`src/rtl/irq_concat_pkg.sv`:
```
// Shared constants and the lowest-index priority encoder for the interrupt collector
// and future PLIC-lite blocks.
package irq_concat_pkg;

    localparam int IRQ_MAX_CH              = 64;
    localparam int IRQ_IDX_W               = 6;
    localparam int IRQ_DEFAULT_NUM_CH      = 16;
    localparam int IRQ_DEFAULT_SYNC_STAGES = 2;

    // Lowest set bit wins; an all-zero vector encodes to 0.
    function automatic logic [IRQ_IDX_W-1:0] irq_lowest_index(input logic [IRQ_MAX_CH-1:0] vec);
        logic [IRQ_IDX_W-1:0] idx;
        idx = '0;
        for (int i = IRQ_MAX_CH - 1; i >= 0; i--) begin
            if (vec[i]) begin
                idx = IRQ_IDX_W'(i);
            end
        end
        return idx;
    endfunction

endpackage

```
`src/rtl/irq_cc_sync.sv`:
```
// Single-bit synchroniser chain of STAGES flops with asynchronous active-low reset.
module irq_cc_sync #(
    parameter int STAGES = 2
) (
    input  logic aclk,
    input  logic aresetn,
    input  logic d,
    output logic q
);

    logic [STAGES-1:0] chain;

    always_ff @(posedge aclk or negedge aresetn) begin
        if (!aresetn) begin
            chain <= '0;
        end else begin
            chain <= {chain[STAGES-2:0], d};
        end
    end

    assign q = chain[STAGES-1];

endmodule

```
`src/rtl/irq_concat_ctrl.sv`:
```
// Interrupt collector: per-channel sync, edge/level capture, pending vector, prioritised ID.
// Define IRQ_CONCAT_SYNC_EN to synchronise irq_in; otherwise irq_in is taken as aclk-synchronous.
module irq_concat_ctrl
    import irq_concat_pkg::*;
#(
    parameter  int NUM_CH      = IRQ_DEFAULT_NUM_CH,
    parameter  int SYNC_STAGES = IRQ_DEFAULT_SYNC_STAGES,
    localparam int ID_W        = (NUM_CH > 1) ? $clog2(NUM_CH) : 1
) (
    input  logic              aclk,
    input  logic              aresetn,
    input  logic [NUM_CH-1:0] irq_in,
    input  logic [NUM_CH-1:0] edge_sel,
    input  logic [NUM_CH-1:0] mask,
    input  logic              claim_ack,
    output logic [NUM_CH-1:0] pend,
    output logic              irq_out,
    output logic              irq_id_valid,
    output logic [ID_W-1:0]   irq_id
);

    logic [NUM_CH-1:0] s;
    logic [NUM_CH-1:0] s_d;
    logic [NUM_CH-1:0] rise;
    logic [NUM_CH-1:0] clr;
    logic [NUM_CH-1:0] pend_next;
    logic [IRQ_MAX_CH-1:0] active;

`ifdef IRQ_CONCAT_SYNC_EN
    localparam int WARM = SYNC_STAGES + 1;

    for (genvar i = 0; i < NUM_CH; i++) begin : g_sync
        irq_cc_sync #(
            .STAGES(SYNC_STAGES)
        ) u_sync (
            .aclk   (aclk),
            .aresetn(aresetn),
            .d      (irq_in[i]),
            .q      (s[i])
        );
    end
`else
    localparam int WARM = 1;
    localparam int unused_sync_stages = SYNC_STAGES;

    assign s = irq_in;
`endif

    // Edge events stay suppressed until s_d has caught up with the reset-filled
    // chain, so a line already high at release is not seen as a rising edge.
    logic [WARM-1:0] arm;
    logic            armed;

    always_ff @(posedge aclk or negedge aresetn) begin
        if (!aresetn) begin
            arm <= '0;
            s_d <= '0;
        end else begin
            arm <= (arm << 1) | WARM'(1);
            s_d <= s;
        end
    end

    assign armed = arm[WARM-1];
    assign rise  = s & ~s_d & {NUM_CH{armed}};

    // A set on the same edge as a claim keeps the bit, so no event is lost.
    always_comb begin
        clr = '0;
        for (int i = 0; i < NUM_CH; i++) begin
            if (claim_ack && irq_id_valid && (irq_id == ID_W'(i))) begin
                clr[i] = 1'b1;
            end
        end
        pend_next = (edge_sel & (rise | (pend & ~clr))) | (~edge_sel & s);
    end

    assign active = IRQ_MAX_CH'(pend & mask);

    always_ff @(posedge aclk or negedge aresetn) begin
        if (!aresetn) begin
            pend         <= '0;
            irq_out      <= 1'b0;
            irq_id_valid <= 1'b0;
            irq_id       <= '0;
        end else begin
            pend         <= pend_next;
            irq_out      <= |active;
            irq_id_valid <= |active;
            irq_id       <= ID_W'(irq_lowest_index(active));
        end
    end

endmodule

```
`config.mk`:
```
export PLATFORM = sky130hd
export DESIGN_NAME = irq_concat_ctrl
export DESIGN_NICKNAME = d
export VERILOG_FILES = /design/src/rtl/irq_concat_pkg.sv /design/src/rtl/irq_cc_sync.sv /design/src/rtl/irq_concat_ctrl.sv
export SDC_FILE = /design/constraint.sdc
export NUM_CORES = 1
export LEC_CHECK = 0
export CAP_MARGIN = 20
export CELL_PAD_IN_SITES_DETAIL_PLACEMENT = 0
export CELL_PAD_IN_SITES_GLOBAL_PLACEMENT = 1
export CORE_UTILIZATION = 27
export CTS_CLUSTER_SIZE = 10
export DETAILED_ROUTE_END_ITERATION = 10
export GPL_TIMING_DRIVEN = 0
export HOLD_SLACK_MARGIN = 0.08
export PLACE_DENSITY_LB_ADDON = 0.2
export SYNTH_ARGS = -nofsm -noshare
export SYNTH_HDL_FRONTEND = slang
export SYNTH_HIERARCHICAL = 1
export SYNTH_SLANG_ARGS = --single-unit
```
`constraint.sdc`:
```
create_clock -name aclk -period 1.2 [get_ports aclk]
set_input_delay 0.12 -clock aclk [delete_from_list [all_inputs] [get_ports aclk]]
set_output_delay 0.12 -clock aclk [all_outputs]
set_load 0.01 [all_outputs]
```
==> run metrics <==
die area=0.00614 mm2; share of layout cells above drive strength 1=29.2%; post-synthesis cell count=136; clock network fraction of total power=26.9%; port bufs=72; Die Ht=78.4 um; post-route setup TNS=-0.769 ns; Max Slew Vio Count=0; final layout net count=290; Worst Skew=0.00581 ns; worst-path maximum fanout=3; Worst-Skew Late Latency=0.29 ns; antenna violations before repair=0; critical path data arrival time=1.49 ns; cts bufs inserted=5; area of the mapped netlist=0.00157 mm2; CTS root buf=clkbuf_8; largest net degree at the start of global routing=39; most common cell after layout, fill and taps aside=clkdlybuf4s50_1; fin util=49.9%; # H-tree levels=2; num rows=27; Inserted Diodes=0; hold path start=irq_in[3]; Final Setup Violations=12; Detailed Route WL=5160 um; Critical Path Sink Type=register; CP Cell Sequence=a22o_1, a31oi_2, o31ai_2, a222oi_1; initial DRC count=71; Die Width=78.4 um; DP HPWL=3490 um; Seq/Total Area, Yosys=60.4%; worst-case reg-to-reg path depth=4; Seq cells post-synth=38; via count=1580; hold path depth=1; post-synth cell types=21; terminus of the critical flop-to-flop path=irq_id[1]; Max IR drop VDD=511 uV; outcome=finished, violations left; Max Clock Freq=757 MHz; Yosys warnings=6; Slew @ Worst Pin=0.522 ns; Hold Path Class=in2reg; leakage power=1.13 nW; Combinational Power Share=27.9%; NetSw=0.000980 W; antenna viol nets, final=0; most frequent cells in the layout=49 x clkdlybuf4s50_1, 33 x dfrtp_1, 20 x nand2_1, 20 x buf_4, 18 x a32o_1; failing checks=negative setup slack; slowest stage cell, crit path=dfrtp_1; CTS sink cnt=38; Final Cycle Share=110%; CTS clk-pin slew, worst paths=0.07 ns; pwr dens=1210 mW/mm2; Syn Nets=187; I/O pins=73; minimum clock period=1.32 ns; Seq pwr share=45.2%; max_cap viols=0; Layout area overhead=76.6%; FF-to-FF setup slack=-0.12 ns; CTS tree=done; # DRC=0; vias in the first global route=1632; gr ovfl total=0; syn_area_per_cell=11.6 um2; slowest stage delay, CP=0.40 ns; core area=0.00557 mm2; crit path launch type=register; Hold Crit Endpoint=s_d[3]; headroom to the max-slew limit=65.2%; Final Hold Viols=0; Setup CP Type=reg2reg; initial core utilization=28.2%; Initial DRT Pass Iterations=4; unrepaired setup endpoints after global routing=true; Sw Ratio=29.0%; r2r startpoint=pend[9]; Int Power=0.00240 W; per-cell routed wire length=16.5 um; setup ws final=-0.121 ns; Global Route Usage Sum=17.1%; GPL Wtd Cong=0.770; first-pass GRT wire length=8010 um; CTS max path bufs=2; Critical Path RT=1.37 ns; vias per std cell=5.06
==> layout make-up <==
cell class              count  area [um2]
multi-input cells          95         736
inverters                   1        3.75
fillers                   539        2800
repair buffers             96         876
flip-flops and latches     38         957
plain buffers               2        25.0
well taps                  72        90.1
clock inverters             1        5.00
clock buffers               7        86.3
==> Yosys cell counts <==
library cell / count / area, um2
conb_1: 1 / 3.75
nor3b_2: 2 / 25.0
o31ai_1: 1 / 7.51
clkbuf_1: 1 / 3.75
o21ai_0: 17 / 85.1
a22oi_1: 3 / 22.5
a222oi_1: 3 / 30.0
nor2_1: 3 / 11.3
a31oi_1: 2 / 12.5
nand2_1: 24 / 90.1
nor2b_1: 4 / 25.0
dfrtp_1: 38 / 951
a22o_1: 5 / 43.8
and4_1: 1 / 8.76
nand3_1: 7 / 35.0
inv_1: 1 / 3.75
a32o_1: 18 / 180
nor3_2: 1 / 10.0
nor3_1: 2 / 10.0
buf_4: 1 / 7.51
a211oi_1: 1 / 7.51
==> registers in the layout, summed over array words and instances, names as in the netlist <==
register,count
s_d,16
irq_id,4
pend,16
irq_id_valid,1
arm,1
==> repair_timing <==
item,in CTS,in global routing
hold buffers,1,0
pin swaps,14,29
endpoints found under the setup margin,42,31
endpoints found under the hold margin,38,0
setup buffers,19,4
gates resized for setup,47,40
==> logic make-up (layout without fill, tap and decap cells) <==
| kind of cell | count (synthesis) | count (layout) | share of synthesized area, % |
|---|---|---|---|
| AOI/OAI and AO/OA | 50 | 50 | 24.7 |
| other | 1 | 1 | 0.238 |
| DFF | 38 | 38 | 60.4 |
| buffers and inverters | 3 | 107 | 0.954 |
| and+or+nand+nor | 44 | 44 | 13.7 |
==> critical path, delay by kind of cell, from the launching register on <==
kind / cells / cell delay, ns
AO/OA/AOI/OAI: 4 / 0.79
flip-flops: 1 / 0.40
==> worst max-delay path by stage <==
stage | startpoint | end | slack (ns) | depth (start not counted)
2_1_floorplan | pend[9] | irq_id[1] | -0.03 | 4
3_3_place_gp | aresetn | s_d[13] | -0.83 | 1
3_5_place_dp | claim_ack | pend[7] | -0.38 | 5
4_1_cts | irq_id_valid | pend[7] | -0.17 | 4
5_1_grt | pend[7] | irq_id[1] | -0.24 | 4
6_report | pend[9] | irq_id[1] | -0.12 | 4
==> layer usage <==
| layer | vias up | routed length, um | track usage [%] | part of all wire [%] |
|---|---|---|---|---|
| met4 | 0 | 46 | 3.89 | 0.89 |
| met2 | 49 | 2570 | 28.2 | 50 |
| met1 | 785 | 2320 | 22.9 | 45 |
| met3 | 5 | 227 | 3.84 | 4.4 |
| li1 | 741 | - | - | - |
| met5 | - | 0 | 0 | 0 |
==> through the flow <==
step / cell area, um2 / cells / worst slack [ns] / power [W] / hold slack [ns]
floorplan: 1580 / 136 / -0.0322 / 0.00178 / -0.176
global placement: 2390 / 280 / -0.827 / 0.00226 / 0.541
detailed placement: 2380 / 280 / -0.383 / 0.00226 / 0.277
CTS: 2650 / 308 / -0.173 / 0.00327 / 0.291
global route: 2780 / 312 / -0.239 / 0.00354 / 0.298
finish: 2780 / 312 / -0.121 / 0.00338 / 0.297
==> power groups by stage <==
stage          clock network [W]  logic (W)  registers (W)
6_report                0.000908   0.000943        0.00152
5_1_grt                 0.000976    0.00102        0.00154
4_1_cts                 0.000929   0.000843        0.00150
3_5_place_dp                   0   0.000723        0.00154
3_3_place_gp                   0   0.000718        0.00154
2_1_floorplan                  0   0.000239        0.00155
(Power assumes the default switching activity.)
